[src/rtl/tx_rx_pkg.sv]
// Shared types and defaults for the tx word serializer slice.
package tx_rx_pkg;

   typedef enum logic {S_IDLE, S_SHIFT} ser_state_e;

   localparam int SER_WIDTH = 8;
   localparam int SER_DEPTH = 4;

   // Pointer width for a DEPTH-entry FIFO; a 1-entry FIFO still needs one bit.
   function automatic int ptr_bits(input int depth);
      return (depth > 1) ? $clog2(depth) : 1;
   endfunction

endpackage

[src/rtl/tx_word_serializer_if.sv]
// Word-in / bit-out port bundle of the serializer; master is the environment side.
interface tx_word_serializer_if
   import tx_rx_pkg::*;
#(
   parameter int WIDTH = SER_WIDTH,
   parameter int DEPTH = SER_DEPTH
);
   localparam int CW = $clog2(DEPTH + 1);

   logic [WIDTH-1:0] in_data;
   logic             in_valid;
   logic             in_last;
   logic             in_ready;
   logic             ser_data;
   logic             ser_valid;
   logic             ser_ready;
   logic             frame_done;
   logic [CW-1:0]    fifo_count;

   modport master (
      output in_data, in_valid, in_last, ser_ready,
      input  in_ready, ser_data, ser_valid, frame_done, fifo_count
   );

   modport slave (
      input  in_data, in_valid, in_last, ser_ready,
      output in_ready, ser_data, ser_valid, frame_done, fifo_count
   );

endinterface

[src/rtl/tx_word_fifo.sv]
// Show-ahead synchronous FIFO; rdata always reflects the entry at the read pointer.
module tx_word_fifo
   import tx_rx_pkg::*;
#(
   parameter int W     = SER_WIDTH + 1,
   parameter int DEPTH = SER_DEPTH
) (
   input  logic                       clk,
   input  logic                       rst,
   input  logic                       push,
   input  logic                       pop,
   input  logic [W-1:0]               wdata,
   output logic [W-1:0]               rdata,
   output logic [$clog2(DEPTH+1)-1:0] count,
   output logic                       full,
   output logic                       empty
);
   localparam int PW = ptr_bits(DEPTH);
   localparam int CW = $clog2(DEPTH + 1);
   localparam logic [PW-1:0] PTR_LAST = PW'(DEPTH - 1);

   logic [W-1:0]  mem [DEPTH];
   logic [PW-1:0] wr_ptr, rd_ptr;
   logic          do_push, do_pop;

   assign full    = (count == CW'(DEPTH));
   assign empty   = (count == '0);
   assign do_push = push && !full;
   assign do_pop  = pop && !empty;
   assign rdata   = mem[rd_ptr];

   // Storage array; contents need no reset since count gates every read.
   always_ff @(posedge clk) begin
      if (do_push) mem[wr_ptr] <= wdata;
   end

   // Pointers wrap explicitly so DEPTH need not be a power of two.
   always_ff @(posedge clk) begin
      if (rst) begin
         wr_ptr <= '0;
         rd_ptr <= '0;
         count  <= '0;
      end else begin
         if (do_push) wr_ptr <= (wr_ptr == PTR_LAST) ? '0 : wr_ptr + 1'b1;
         if (do_pop)  rd_ptr <= (rd_ptr == PTR_LAST) ? '0 : rd_ptr + 1'b1;
         case ({do_push, do_pop})
            2'b10:   count <= count + 1'b1;
            2'b01:   count <= count - 1'b1;
            default: count <= count;
         endcase
      end
   end

endmodule

[src/rtl/tx_word_serializer.sv]
// Buffers parallel words and shifts them out MSB-first on a 1-bit valid/ready link.
module tx_word_serializer
   import tx_rx_pkg::*;
#(
   parameter int WIDTH = SER_WIDTH,
   parameter int DEPTH = SER_DEPTH
) (
   input  logic                clk,
   input  logic                rst,
   tx_word_serializer_if.slave bus
);
   localparam int BW = $clog2(WIDTH);
   localparam int CW = $clog2(DEPTH + 1);
   localparam logic [BW-1:0] BIT_LAST = BW'(WIDTH - 1);

   ser_state_e       state;
   logic [WIDTH-1:0] shreg;
   logic [BW-1:0]    bitcnt;
   logic             last_q;
   logic             ser_valid_q;
   logic             frame_done_q;

   logic [WIDTH:0]   rdata;
   logic [CW-1:0]    count;
   logic             full, empty;
   logic             push, pop, xfer, word_end;

   assign push     = bus.in_valid && bus.in_ready;
   assign xfer     = ser_valid_q && bus.ser_ready;
   assign word_end = xfer && (bitcnt == BIT_LAST);
   // Pop when idle with data waiting, or on the final bit so the next word follows with no bubble.
   assign pop      = !empty && ((state == S_IDLE) || (state == S_SHIFT && word_end));

   tx_word_fifo #(.W(WIDTH + 1), .DEPTH(DEPTH)) u_fifo (
      .clk   (clk),
      .rst   (rst),
      .push  (push),
      .pop   (pop),
      .wdata ({bus.in_last, bus.in_data}),
      .rdata (rdata),
      .count (count),
      .full  (full),
      .empty (empty)
   );

   // Serializer FSM: loads words from the FIFO, shifts on each accepted bit, flags frame ends.
   always_ff @(posedge clk) begin
      if (rst) begin
         state        <= S_IDLE;
         shreg        <= '0;
         bitcnt       <= '0;
         last_q       <= 1'b0;
         ser_valid_q  <= 1'b0;
         frame_done_q <= 1'b0;
      end else begin
         frame_done_q <= 1'b0;
         case (state)
            S_IDLE: begin
               if (!empty) begin
                  shreg       <= rdata[WIDTH-1:0];
                  last_q      <= rdata[WIDTH];
                  bitcnt      <= '0;
                  ser_valid_q <= 1'b1;
                  state       <= S_SHIFT;
               end
            end
            S_SHIFT: begin
               if (xfer) begin
                  shreg  <= shreg << 1;
                  bitcnt <= bitcnt + 1'b1;
               end
               if (word_end) begin
                  frame_done_q <= last_q;
                  if (!empty) begin
                     shreg  <= rdata[WIDTH-1:0];
                     last_q <= rdata[WIDTH];
                     bitcnt <= '0;
                  end else begin
                     ser_valid_q <= 1'b0;
                     state       <= S_IDLE;
                  end
               end
            end
            default: state <= S_IDLE;
         endcase
      end
   end

   assign bus.in_ready   = !full;
   assign bus.ser_data   = shreg[WIDTH-1];
   assign bus.ser_valid  = ser_valid_q;
   assign bus.frame_done = frame_done_q;
   assign bus.fifo_count = count;

endmodule

[src/flat_wrapper.sv]
// flat-port wrapper written by rule: the top's interface ports become plain ports
module tx_word_serializer_flat import tx_rx_pkg::*;
#(
   parameter int WIDTH = SER_WIDTH,
   parameter int DEPTH = SER_DEPTH
)
  (clk, rst, bus_in_data, bus_in_valid, bus_in_last, bus_ser_ready, bus_in_ready, bus_ser_data, bus_ser_valid, bus_frame_done, bus_fifo_count);
  tx_word_serializer_if #(.WIDTH(WIDTH), .DEPTH(DEPTH)) bus_i ();
  input  logic clk;
  input  logic rst;
  input wire logic [$bits(bus_i.in_data)-1:0] bus_in_data;
  input wire logic [$bits(bus_i.in_valid)-1:0] bus_in_valid;
  input wire logic [$bits(bus_i.in_last)-1:0] bus_in_last;
  input wire logic [$bits(bus_i.ser_ready)-1:0] bus_ser_ready;
  output wire logic [$bits(bus_i.in_ready)-1:0] bus_in_ready;
  output wire logic [$bits(bus_i.ser_data)-1:0] bus_ser_data;
  output wire logic [$bits(bus_i.ser_valid)-1:0] bus_ser_valid;
  output wire logic [$bits(bus_i.frame_done)-1:0] bus_frame_done;
  output wire logic [$bits(bus_i.fifo_count)-1:0] bus_fifo_count;
  assign bus_i.in_data = bus_in_data;
  assign bus_i.in_valid = bus_in_valid;
  assign bus_i.in_last = bus_in_last;
  assign bus_i.ser_ready = bus_ser_ready;
  assign bus_in_ready = bus_i.in_ready;
  assign bus_ser_data = bus_i.ser_data;
  assign bus_ser_valid = bus_i.ser_valid;
  assign bus_frame_done = bus_i.frame_done;
  assign bus_fifo_count = bus_i.fifo_count;
  tx_word_serializer #(.WIDTH(WIDTH), .DEPTH(DEPTH)) u_core (.clk(clk), .rst(rst), .bus(bus_i));
endmodule
[config.mk]
export PLATFORM = sky130hd
export DESIGN_NAME = tx_word_serializer_flat
export DESIGN_NICKNAME = d
export VERILOG_FILES = /design/src/rtl/tx_rx_pkg.sv /design/src/rtl/tx_word_serializer_if.sv /design/src/rtl/tx_word_fifo.sv /design/src/rtl/tx_word_serializer.sv /design/src/flat_wrapper.sv
export SDC_FILE = /design/constraint.sdc
export NUM_CORES = 1
export LEC_CHECK = 0
export ABC_AREA = 1
export ABC_CLOCK_PERIOD_IN_PS = 2400
export CAP_MARGIN = 20
export CORE_MARGIN = 2
export CORE_UTILIZATION = 58
export CTS_BUF_LIST = sky130_fd_sc_hd__clkbuf_4
export DETAILED_ROUTE_END_ITERATION = 12
export PLACE_DENSITY = 0.77
export SYNTH_ARGS = -nofsm -noshare
export SYNTH_HDL_FRONTEND = slang
export SYNTH_SLANG_ARGS = --single-unit
[constraint.sdc]
create_clock -name clk -period 2.4 [get_ports clk]
set_input_delay 0.24 -clock clk [delete_from_list [all_inputs] [get_ports clk]]
set_output_delay 0.24 -clock clk [all_outputs]
set_load 0.01 [all_outputs]
==> flow_metrics.env <==
export IMPL_via_per_inst=5.27
export IMPL_period_share_pct=90.7
export IMPL_finalNonFillerCells=375
export IMPL_startpoint_type="register"
export IMPL_p_switching_mw=1.30
export IMPL_seqPwrFrac_pct=42.3
export IMPL_intPower_mw=2.21
export IMPL_synth_distinct_cells=28
export IMPL_core_sq_um=4440
export IMPL_n_antenna_cell=0
export IMPL_syn_avg_cell_area_sq_um=9.39
export IMPL_critPathKind="reg -> reg"
export IMPL_yosys_top_cells_area="edfxtp_1, dfxtp_1, nand2_1"
export IMPL_skew_ps=14.7
export IMPL_cts_setup_buffers=0
export IMPL_clk_pin_slew_worst_paths_ps=100
export IMPL_min_path_type="in -> reg"
export IMPL_cts_made_buffers=9
export IMPL_p_leak_nw=1.28
export IMPL_grt_max_degree=18
export IMPL_drt_initial_drc_count=126
export IMPL_grt_overflow=0
export IMPL_drt_pre_antenna_iters=4
export IMPL_cts_hold_buf=0
export IMPL_worstSkewPairLatency_ps=400
export IMPL_rsz0062_at_grt="false"
export IMPL_tns_ps=0
export IMPL_ant_nets=0
export IMPL_crit_path_max_fanout=5
export IMPL_place_area_sq_um=2960
export IMPL_die_h_um=72.4
export IMPL_grtUsageTotal_pct=21.0
export IMPL_vdd_drop_max_uv=605
export IMPL_gp_congestion=0.820
export IMPL_syn_inst=289
export IMPL_placementRows=24
export IMPL_maxCapViolCount=0
export IMPL_synth_seq_area_share_pct=57.5
export IMPL_max_freq_ghz=0.459
export IMPL_antenna_found_initial=0
export IMPL_status="finished clean"
export IMPL_yosys_register_bits=60
export IMPL_post_drt_wl_per_cell_um=12.9
export IMPL_yosysWarnings=0
export IMPL_clock_sinks=60
export IMPL_area_growth_pct=14.7
export IMPL_period_needed_ps=2180
export IMPL_grt_pass1_wl_um=8030
export IMPL_via_count=1976
export IMPL_pin_count=20
export IMPL_yosysTopAreaCellShare_pct=39.8
export IMPL_dieArea_sq_um=5240
export IMPL_setup_viol=0
export IMPL_p_sw_share_pct=37.0
export IMPL_layout_drive_gt1_share_pct=11.5
export IMPL_cts_root_buf="clkbuf_4"
export IMPL_end_kind="register"
export IMPL_pwr_share_comb_pct=36.5
export IMPL_dp_cells=360
export IMPL_syn_num_nets=311
export IMPL_powerDensity_nw_per_um2=1130
export IMPL_drcViolationCount=0
export IMPL_design_area_sq_um=3110
export IMPL_die_w_um=72.4
export IMPL_hpwl_um=3240
export IMPL_cts_tree="yes"
export IMPL_final_util_pct=70.0
export IMPL_port_buffer_count=19
export IMPL_synth_area_leader_cell="edfxtp_1"
export IMPL_maxSlewHeadroom_pct=60.8
export IMPL_fin_nets=341
export IMPL_grt_pass1_vias=1820
export IMPL_cp_data_arrival_time_ps=2520
export IMPL_finalHoldViolCount=0
export IMPL_drv_slew=0
export IMPL_htree_levels=3
export IMPL_drt_total_wl_um=4830
export IMPL_synthesis_area_sq_um=2720
export IMPL_worst_slew_pin_transition_ps=587
export IMPL_start_util_pct=61.1
export IMPL_cp_required_ps=2750
export IMPL_cts_max_path_buffers=2
export IMPL_clkPwrFrac_pct=21.2
export IMPL_cts_resized_gates=0
-- cells in the mapped netlist --
cell	count
nand2_4	3
o21a_1	1
o22ai_1	1
a31oi_1	1
nand2_1	94
clkbuf_1	1
a21oi_1	17
nand2_2	4
nor2_8	1
or2_0	2
inv_1	20
nand3_4	1
buf_6	5
o211ai_1	1
nand3_1	27
ha_1	8
inv_2	2
buf_4	1
nor2_1	21
xor2_1	1
nor2_4	1
buf_2	2
fa_1	1
edfxtp_1	36
o21ai_0	10
dfxtp_1	24
o21ai_1	1
nor3_1	2
-- through the flow --
| step | setup WS, ps | hold WS, ps | power [mW] |
|---|---|---|---|
| floorplan | 331 | 309 | 2.42 |
| global placement | 242 | 459 | 2.74 |
| detailed placement | 141 | 471 | 2.78 |
| CTS | 149 | 451 | 3.53 |
| global route | 34.8 | 455 | 3.79 |
| finish | 223 | 475 | 3.52 |
-- sequential cells by signal (all words and copies together), names as in the netlist, named ones only --
signal / cells
u_core.u_fifo.wr_ptr: 2
u_core.u_fifo.rd_ptr: 2
u_core.shreg: 8
u_core.u_fifo.mem: 36
u_core.bitcnt: 3
u_core.bus.ser_valid: 1
u_core.u_fifo.count: 3
u_core.state: 1
u_core.last_q: 1
u_core.bus.frame_done: 1
-- kinds of logic after synthesis --
logic type | count (synthesis) | synth area share (%)
DFF | 60 | 57.5
and+or+nand+nor | 156 | 25.7
AOI/OAI and AO/OA | 32 | 6.18
adders and majority gates | 9 | 4.42
xor gates and xnor gates | 1 | 0.323
buffers and inverters | 31 | 5.90
-- worst max-delay path, stage by stage, from the launching register on --
cell and delay (ps):
dfxtp_2 360, ha_1 150, ha_2 200, nand3_4 100, nand2_4 80, nand2_2 70
inv_2 80, ha_1 150, inv_1 80, fa_1 390, a21oi_1 160, o21ai_1 100
nand2_1 70, nand2_1 50, nor2_1 90
-- power by group through the flow --
stage	registers, mW	clock network, mW	logic, mW
finish	1.49	0.746	1.28
global route	1.52	0.818	1.46
CTS	1.48	0.760	1.29
detailed placement	1.51	0	1.27
global placement	1.50	0	1.24
floorplan	1.45	0	0.974
-- final cells by class --
class	count	area (sq um)
timing repair buffer	28	258
multi-input combinational	198	996
fill	358	1330
tap	52	65.1
clock buffer	9	67.6
sequential	60	1560
clock inverter	6	80.1
inverter	22	82.6
-- per-layer routing --
| metal | track usage, % | part of all wire (%) |
|---|---|---|
| met1 | 24.7 | 41 |
| met2 | 34.5 | 51 |
| met3 | 7.92 | 5.7 |
| met4 | 9.26 | 1.6 |
| met5 | 0 | 0 |
-- path summary, 6_finish.rpt --
check | slack, ps | from | end | depth (start not counted)
setup / recovery | 220 | u_core.bitcnt[0] | u_core.u_fifo.count[2] | 14
hold / removal | 470 | bus_in_data[1] | u_core.u_fifo.mem[3][1] | 1
setup reg to reg | 220 | u_core.bitcnt[0] | u_core.u_fifo.count[2] | 14
hold reg to reg | 470 | u_core.last_q | u_core.bus.frame_done | 2
-- placed cells by master (no fill, tap or decap), types with 2 or more instances in the layout --
master | Yosys | routed
ha_1 | 8 | 7
clkdlybuf4s50_1 | 0 | 19
nor3_1 | 2 | 2
bufinv_16 | 0 | 2
inv_1 | 20 | 20
clkinv_1 | 0 | 2
o21ai_1 | 1 | 2
buf_4 | 1 | 9
dfxtp_1 | 24 | 22
nand3_1 | 27 | 27
a21oi_1 | 17 | 17
nand2_1 | 94 | 94
nand2_4 | 3 | 3
nor2_1 | 21 | 21
o21ai_0 | 10 | 9
or2_0 | 2 | 2
dfxtp_2 | 0 | 2
clkbuf_4 | 0 | 9
nand2_2 | 4 | 4
edfxtp_1 | 36 | 36
inv_2 | 2 | 2
No activity file was read; power rests on OpenSTA's default activity.
